$ cat src/rtl/timer_ctrl.sv
// timer_ctrl: run/pause/clear sequencer for the 16-bit tenth-of-second timer.
// Owns the tick prescaler and the elapsed count. Count updates, and lap
// captures when built in, are published through a single valid/ready output
// register. A newer value always replaces an unconsumed one, and the sticky
// ovr flag records that this happened.
//
// Optional feature macro: TIMER_CTRL_LAP_EN (lap capture). When it is not
// defined, lap_btn is ignored and out_is_lap is tied 0.
//
// Ports:
//   clk, rst        clock, asynchronous active-high reset
//   start_btn       start/resume (rising edge)
//   stop_btn        pause (rising edge)
//   clr_btn         clear to IDLE (rising edge)
//   lap_btn         lap capture (rising edge, lap build only)
//   out_ready       consumer accepts out_data this cycle
//   out_valid       out_data holds an unconsumed value
//   out_data[15:0]  count value (update or lap)
//   out_is_lap      out_data is a lap capture
//   running         high in RUN
//   state[1:0]      00 IDLE, 01 RUN, 10 PAUSE
//   ovr             sticky: unconsumed value was overwritten
module timer_ctrl #(
  parameter int unsigned TICK_DIV = 5000000
) (
  input  logic        clk,
  input  logic        rst,
  input  logic        start_btn,
  input  logic        stop_btn,
  input  logic        clr_btn,
  input  logic        lap_btn,
  input  logic        out_ready,
  output logic        out_valid,
  output logic [15:0] out_data,
  output logic        out_is_lap,
  output logic        running,
  output logic [1:0]  state,
  output logic        ovr
);

  typedef enum logic [1:0] {
    IDLE  = 2'b00,
    RUN   = 2'b01,
    PAUSE = 2'b10
  } state_t;

  localparam logic [31:0] PRESC_MAX = 32'(TICK_DIV - 1);

  state_t      cur, nxt;
  logic [31:0] presc;
  logic [15:0] count;
  logic        start_d, stop_d, clr_d;
  logic        start_rise, stop_rise, clr_rise;
  logic        tick, lap_evt, evt;
  logic [15:0] evt_data;

  // Button edge registers; they reset to 0, so a button that is held through
  // reset release is seen as a rise on the first clock edge.
  always_ff @(posedge clk or posedge rst) begin
    if (rst) begin
      start_d <= 1'b0;
      stop_d  <= 1'b0;
      clr_d   <= 1'b0;
    end else begin
      start_d <= start_btn;
      stop_d  <= stop_btn;
      clr_d   <= clr_btn;
    end
  end

  assign start_rise = start_btn & ~start_d;
  assign stop_rise  = stop_btn  & ~stop_d;
  assign clr_rise   = clr_btn   & ~clr_d;

`ifdef TIMER_CTRL_LAP_EN
  logic lap_d, lap_rise, lap_q;

  always_ff @(posedge clk or posedge rst) begin
    if (rst) lap_d <= 1'b0;
    else     lap_d <= lap_btn;
  end

  assign lap_rise = lap_btn & ~lap_d;
  // A lap acts only when no higher-priority rise applies in this state.
  // In RUN that is stop. In PAUSE that is start. clr applies in every state.
  assign lap_evt  = lap_rise & ~clr_rise &
                    (((cur == RUN)   & ~stop_rise) |
                     ((cur == PAUSE) & ~start_rise));
`else
  logic unused_lap;
  assign unused_lap = lap_btn;
  assign lap_evt    = 1'b0;
`endif

  // FSM
  always_ff @(posedge clk or posedge rst) begin
    if (rst) cur <= IDLE;
    else     cur <= nxt;
  end

  always_comb begin
    nxt = cur;
    if (clr_rise) nxt = IDLE;
    else begin
      case (cur)
        IDLE:    if (start_rise) nxt = RUN;
        RUN:     if (stop_rise)  nxt = PAUSE;
        PAUSE:   if (start_rise) nxt = RUN;
        default: nxt = IDLE;
      endcase
    end
  end

  assign state   = cur;
  assign running = (cur == RUN);

  // The prescaler advances on every edge taken in RUN, including the edge
  // that moves the FSM to PAUSE. It holds in PAUSE, so partial tick time is
  // kept across a pause.
  assign tick = (cur == RUN) && (presc == PRESC_MAX);

  always_ff @(posedge clk or posedge rst) begin
    if (rst) begin
      presc <= '0;
      count <= '0;
    end else begin
      if (clr_rise)                        presc <= '0;
      else if (cur == IDLE && start_rise)  presc <= '0;
      else if (cur == RUN)                 presc <= tick ? '0 : presc + 32'd1;

      if (clr_rise)  count <= '0;
      else if (tick) count <= count + 16'd1;
    end
  end

  // A lap takes priority over a coincident tick and captures the count
  // before it increments. The tick's update is dropped in that case.
  assign evt      = ~clr_rise & (tick | lap_evt);
  assign evt_data = lap_evt ? count : count + 16'd1;

  always_ff @(posedge clk or posedge rst) begin
    if (rst) begin
      out_valid <= 1'b0;
      out_data  <= '0;
      ovr       <= 1'b0;
    end else if (clr_rise) begin
      out_valid <= 1'b0;
      ovr       <= 1'b0;
    end else if (evt) begin
      out_valid <= 1'b1;
      out_data  <= evt_data;
      if (out_valid & ~out_ready) ovr <= 1'b1;
    end else if (out_valid & out_ready) begin
      out_valid <= 1'b0;
    end
  end

`ifdef TIMER_CTRL_LAP_EN
  always_ff @(posedge clk or posedge rst) begin
    if (rst)           lap_q <= 1'b0;
    else if (clr_rise) lap_q <= 1'b0;
    else if (evt)      lap_q <= lap_evt;
  end
  assign out_is_lap = lap_q;
`else
  assign out_is_lap = 1'b0;
`endif

endmodule

$ cat config.mk
export PLATFORM = sky130hd
export DESIGN_NAME = timer_ctrl
export DESIGN_NICKNAME = d
export VERILOG_FILES = /design/src/rtl/timer_ctrl.sv
export SDC_FILE = /design/constraint.sdc
export NUM_CORES = 1
export LEC_CHECK = 0
export ABC_AREA = 0
export ABC_CLOCK_PERIOD_IN_PS = 6900
export CORE_UTILIZATION = 55
export CTS_BUF_LIST = sky130_fd_sc_hd__clkbuf_4 sky130_fd_sc_hd__clkbuf_8
export CTS_CLUSTER_DIAMETER = 150
export DETAILED_ROUTE_END_ITERATION = 8
export PLACE_DENSITY = 0.76
export SKIP_CTS_REPAIR_TIMING = 1
export SLEW_MARGIN = 25
export SYNTH_ARGS = -nofsm -noshare
export SYNTH_HDL_FRONTEND = slang
export SYNTH_SLANG_ARGS = --single-unit
export TNS_END_PERCENT = 100
$ cat constraint.sdc
create_clock -name clk -period 6.9 [get_ports clk]
set_input_delay 1.035 -clock clk [delete_from_list [all_inputs] [get_ports clk]]
set_output_delay 1.035 -clock clk [all_outputs]
set_load 0.05 [all_outputs]
==> Yosys cells after proc, flatten, opt, wreduce, memory -nomap -nowiden <==
Cells that the tools add are included.
{ "op_classes": {"eq_ne": 5, "bitwise": 11, "reduce_logical": 12, "muxes": 16, "addsub": 2} }
{ "ops": {"columns": ["operator", "count"], "rows": [
  ["32-bit 2-to-1 mux", 4],
  ["32-bit by 1-bit adder with 32-bit output (second input constant)", 1],
  ["32-bit by 23-bit == test with 1-bit output (second input constant)", 1],
  ["16-bit 2-to-1 mux", 2],
  ["16-bit by 1-bit adder with 16-bit output (second input constant)", 1],
  ["1-bit AND", 6],
  ["1-bit 2-to-1 mux", 6],
  ["2-bit 2-to-1 mux", 3],
  ["3-bit by 1-bit inequality test with 1-bit output (second input constant)", 2],
  ["2-bit AND reduction", 3],
  ["2-bit nonzero test", 3],
  ["3-bit nonzero test", 2],
  ["1-bit NOT", 5],
  ["2-bit one-hot mux with 2 select lines", 1],
  ["2-bit by 1-bit == test with 1-bit output (second input constant)", 1],
  ["2-bit == test (second input constant)", 1],
  ["1-bit logical AND", 2],
  ["2-bit zero test", 1],
  ["2-bit OR reduction", 1]
]} }
{ "totals": {"out_inout_bits": 22, "word_cells": 55, "regBits": 71} }

==> Depth between registers and ports, before layout <==
{ "logic_depth": {"ltp_word": 6, "depth_mapped": 9, "depth_no_buf": 6} }

==> Worst setup path before layout <==
No wires, ideal clock.
{ "synth_timing": {"kind": "reg-to-reg", "from": "register cur[0], in the netlist state[0]", "to": "register out_data[1]", "arrival_ns": 2.604, "required_ns": 6.775, "setup_slack_ns": 4.171, "n_path_buf": 3, "period_less_slack_ns": 2.729, "path_stages_with_launch": 9, "path_cell_list": "dfrtp_1 nor2b_1 buf_2 nand4_1 or4_1 buf_2 nor2_4 buf_4 mux2_2"} }
{ "synth_between": {"elab_chain_cells": 4} }
{ "synth_rtl": {"columns": ["item", "line", "source"], "rows": [
  ["start, declared", "49", "state_t cur, nxt;"],
  ["start signal, assigned", "98", "else cur <= nxt;"],
  ["2-bit by 1-bit == test with 1-bit output", null, null],
  ["named net running", "36", "output logic running,"],
  ["1-bit logical AND", "120", "assign tick = (cur == RUN) && (presc == PRESC_MAX);"],
  ["1-bit AND", "138", "assign evt = ~clr_rise & (tick | lap_evt);"],
  ["2-bit AND reduction (no source line)", null, null],
  ["end signal, assigned", "151", "out_data <= evt_data;"],
  ["end, declared", "34", "output logic [15:0] out_data,"]
]} }
The timed path passes the listed nets, and every way through them passes these cells.
A chain may end at the register's enable or synchronous reset.

==> Final worst setup path <==
{ "layout_timing": {"from": "register cur[1], in the netlist state[1]", "to": "register out_data[14]"} }
{ "layout_between": {"elab_chain_cells": 4} }
{ "layout_rtl": {"columns": ["item", "line"], "rows": [
  ["2-bit by 1-bit == test with 1-bit output", "120"],
  ["1-bit logical AND", "120"],
  ["1-bit AND", "138"],
  ["2-bit AND reduction (no source line)", null]
]} }
Every way passes these cells.

==> out/qor.yml <==
synth:
  syn_inst: 419
  synth-simple-area-share_pct: 26.2
  synth-compound-area-share_pct: 12.5
  synth_cell_types: 52
  synth.area.mux_share_pct: 7.40
  synth-main-ff-cell: "dfrtp_1"
  synth_seq_cells: 71
  synth_enable_flop_cells: 0
  syn_avg_cell_area_sq_um: 9.36
  synth-xor-area-share_pct: 3.80
  synth_fa_ha_area_share_pct: 0.638
  yosysSeqAreaShare_pct: 45.3
  synth_warnings: 0
  syn_nets: 428
  synth_top_family_by_area: "simple AND/OR/NAND/NOR gates"
  synth-async-reset-ratio_pct: 100
  synth_area_sq_mm: 0.00392
critical_path:
  endpoint_kind: "register"
  startpoint_type: "register"
  worst-path-buf-inv: 1
  critical_path.top_delay_family: "simple AND/OR/NAND/NOR gates"
  max_stage_delay_ns: 0.83
  crit_required_ns: 7.13
  crit_type: "reg -> reg"
  cp_cell_sequence: "nor2b_1, nand4_1, or4_1, buf_4, nor2_4, mux2_2"
  crit_fanout: 23
  cpMaxStageDelayCell: "or4_1"
  worstPathArrival_ns: 3.44
routing:
  viasPerCell: 6.23
  wl_per_cell_um: 16.5
  totalWireLength_mm: 8.83
  firstDrtPassIters: 5
  ant_nets: 0
  dr.first_iter.drc_count: 183
  route.detailed.drc: 0
  route.vias.total: 3326
cts:
  cts.path.max_buffers: 2
  cts_tree: "done"
  clk_latency_ns: 0.35
  cts_made_buffers: 9
  clkTransAtPathRegs_ns: 0.08
  cts_sinks: 71
  htree_levels: 3
  cts_root_buffer: "clkbuf_8"
final_layout:
  fill_cells: 578
  layout.nets: 442
  seq_area_sq_mm: 0.00178
  multi_input_area_sq_mm: 0.00199
  syn_to_final_growth_pct: 13.1
  diodes: 0
  drive_gt1_share_pct: 11.9
timing:
  rsz0062_at_grt: "false"
  period_needed_ns: 3.20
  setup_tns_ns: 0
  hold_viol: 0
  slew_headroom_pct: 36.0
  max_freq_ghz: 0.312
  period_share_pct: 46.4
  clock_skew_ns: 0.00890
  worstMarginPinSlew_ns: 0.952
  report.final.slew_viol_count: 0
  final-setup-viol-count: 0
floorplan:
  chipHeight_um: 86.5
  die-area_sq_mm: 0.00747
  die_x_um: 86.5
  start_util_pct: 57.4
  rows: 30
  ios: 29
  core_area_sq_mm: 0.00683
worst_hold_path:
  holdCritPathClass: "reg -> reg"
grt:
  grtUsageTotal_pct: 25.7
  grt-ovfl-total: 0
  grt_start_max_net_pins: 72
  antenna_found_initial: 0
  grt_pass1_vias: 3124
  grt_pass1_wl_mm: 15.0
pwr:
  switching_share_pct: 25.6
  power_density_mw_per_mm2: 192
  combPwrFrac_pct: 8.9
  vdd_drop_max_mv: 0.0934
  power_mw: 0.853
  p_int_mw: 0.634
  leakagePower_nw: 1.92
  p_sw_mw: 0.219
  clkPwrFrac_pct: 41.3
  seqPwrFrac_pct: 49.9
placement:
  port-buffer-count: 26
  gp_congestion: 0.865
  dp_hpwl_mm: 5.91
outcome:
  status: "completed"
flow_run:
  maxCapViolations: 0
-- worst register-to-register path: cells and delay by family (launching register included) --
family | cells | cell delay [ns]
buf+inv | 1 | 0.35
flops | 1 | 0.43
mux | 1 | 0.41
simple gates | 4 | 1.91
-- final cells by class --
class	count	share of cell area [%]
multi-input cells	309	44.8
flip-flops and latches	71	40.0
repair buffers	32	6.88
clock buffers	12	3.58
well taps	96	2.71
clock inverters	4	1.18
inverters	10	0.846
-- synthesized netlist by cell type, drive strengths merged, types with 10 or more instances --
library cell	n	area [sq um]
dfrtp	71	1780
nand2	44	165
nand3	28	140
nand4	22	138
clkbuf	21	78.8
a21oi	20	100
nor2	19	78.8
mux2	16	180
nor4	16	113
o21ai	13	65.1
or3	13	81.3
and3	12	75.1
a31oi	11	68.8
mux2i	11	110
inv	10	37.5
xnor2	10	87.6
-- metrics by stage --
step | instances | hold slack (ns) | util (%) | worst slack [ns] | cell area, sq um
after CTS | 534 | 0.514 | 64.9 | 3.74 | 4440
after floorplan | 419 | 0.495 | - | 4.07 | 3920
after detailed placement | 518 | 0.495 | 61.8 | 3.66 | 4230
after global placement | 518 | 0.490 | 61.8 | 3.69 | 4230
final | 534 | 0.509 | 65.0 | 3.70 | 4440
after global routing | 534 | 0.521 | 65.0 | 3.53 | 4440
-- cell families after synthesis --
kind of cell / count (synthesis)
and+or+nand+nor: 187
AOI/OAI and AO/OA: 75
DFF: 71
buffers and inverters: 39
muxes: 27
xor gates and xnor gates: 17
adders and majority gates: 2
other: 1
-- state kept, by name, indices dropped and copies added, names as in the netlist --
name and cells:
out_valid 1, stop_d 1, ovr 1, presc 32
state 2, count 16, out_data 16, start_d 1
clr_d 1
-- path summary, 6_finish.rpt --
check                      depth (start not counted)  slack (ns)      endpoint         from
setup / recovery                                   6        3.70  out_data[14]     state[1]
max in group asynchronous                          3        5.05     presc[29]          rst
setup reg to reg                                   6        3.70  out_data[14]     state[1]
hold / removal                                     1        0.51   out_data[2]  out_data[2]
hold reg to reg                                    1        0.51   out_data[2]  out_data[2]
min in group asynchronous                          3        1.27      count[0]          rst
-- metal layers --
layer	global-route usage, %	share of wire [%]	vias up
met5	0	0	-
met4	11.5	1.5	0
met3	4.19	4.5	12
met2	43.0	50	112
met1	33.0	44	1629
li1	-	-	1573
-- power groups by stage --
stage,clock network [mW],registers [mW],logic (mW)
after floorplan,0,0.437,0.0511
after global placement,0,0.433,0.0747
after detailed placement,0,0.433,0.0761
after CTS,0.358,0.425,0.0761
after global routing,0.374,0.426,0.0844
final,0.352,0.425,0.0757
-- layout by cell type, fill, tap and decap left out, types with 3 or more instances in the layout --
cell type	instances
or4_1	6
nand3_1	28
a21o_1	4
and3_1	12
nor3_1	4
clkbuf_8	11
and4_1	4
a21oi_1	20
or3_1	13
mux2i_1	11
clkdlybuf4s50_1	26
xnor2_1	10
or2_2	3
mux2_2	16
o21ai_0	13
a31oi_1	11
buf_4	6
xor2_1	7
o31ai_1	7
nand4_1	22
nor2b_1	3
dfrtp_1	71
and2_1	3
nand2b_1	5
nor2_1	18
nand2_1	44
a31o_2	4
inv_1	9
nor4_1	14
(Power assumes the default switching activity.)
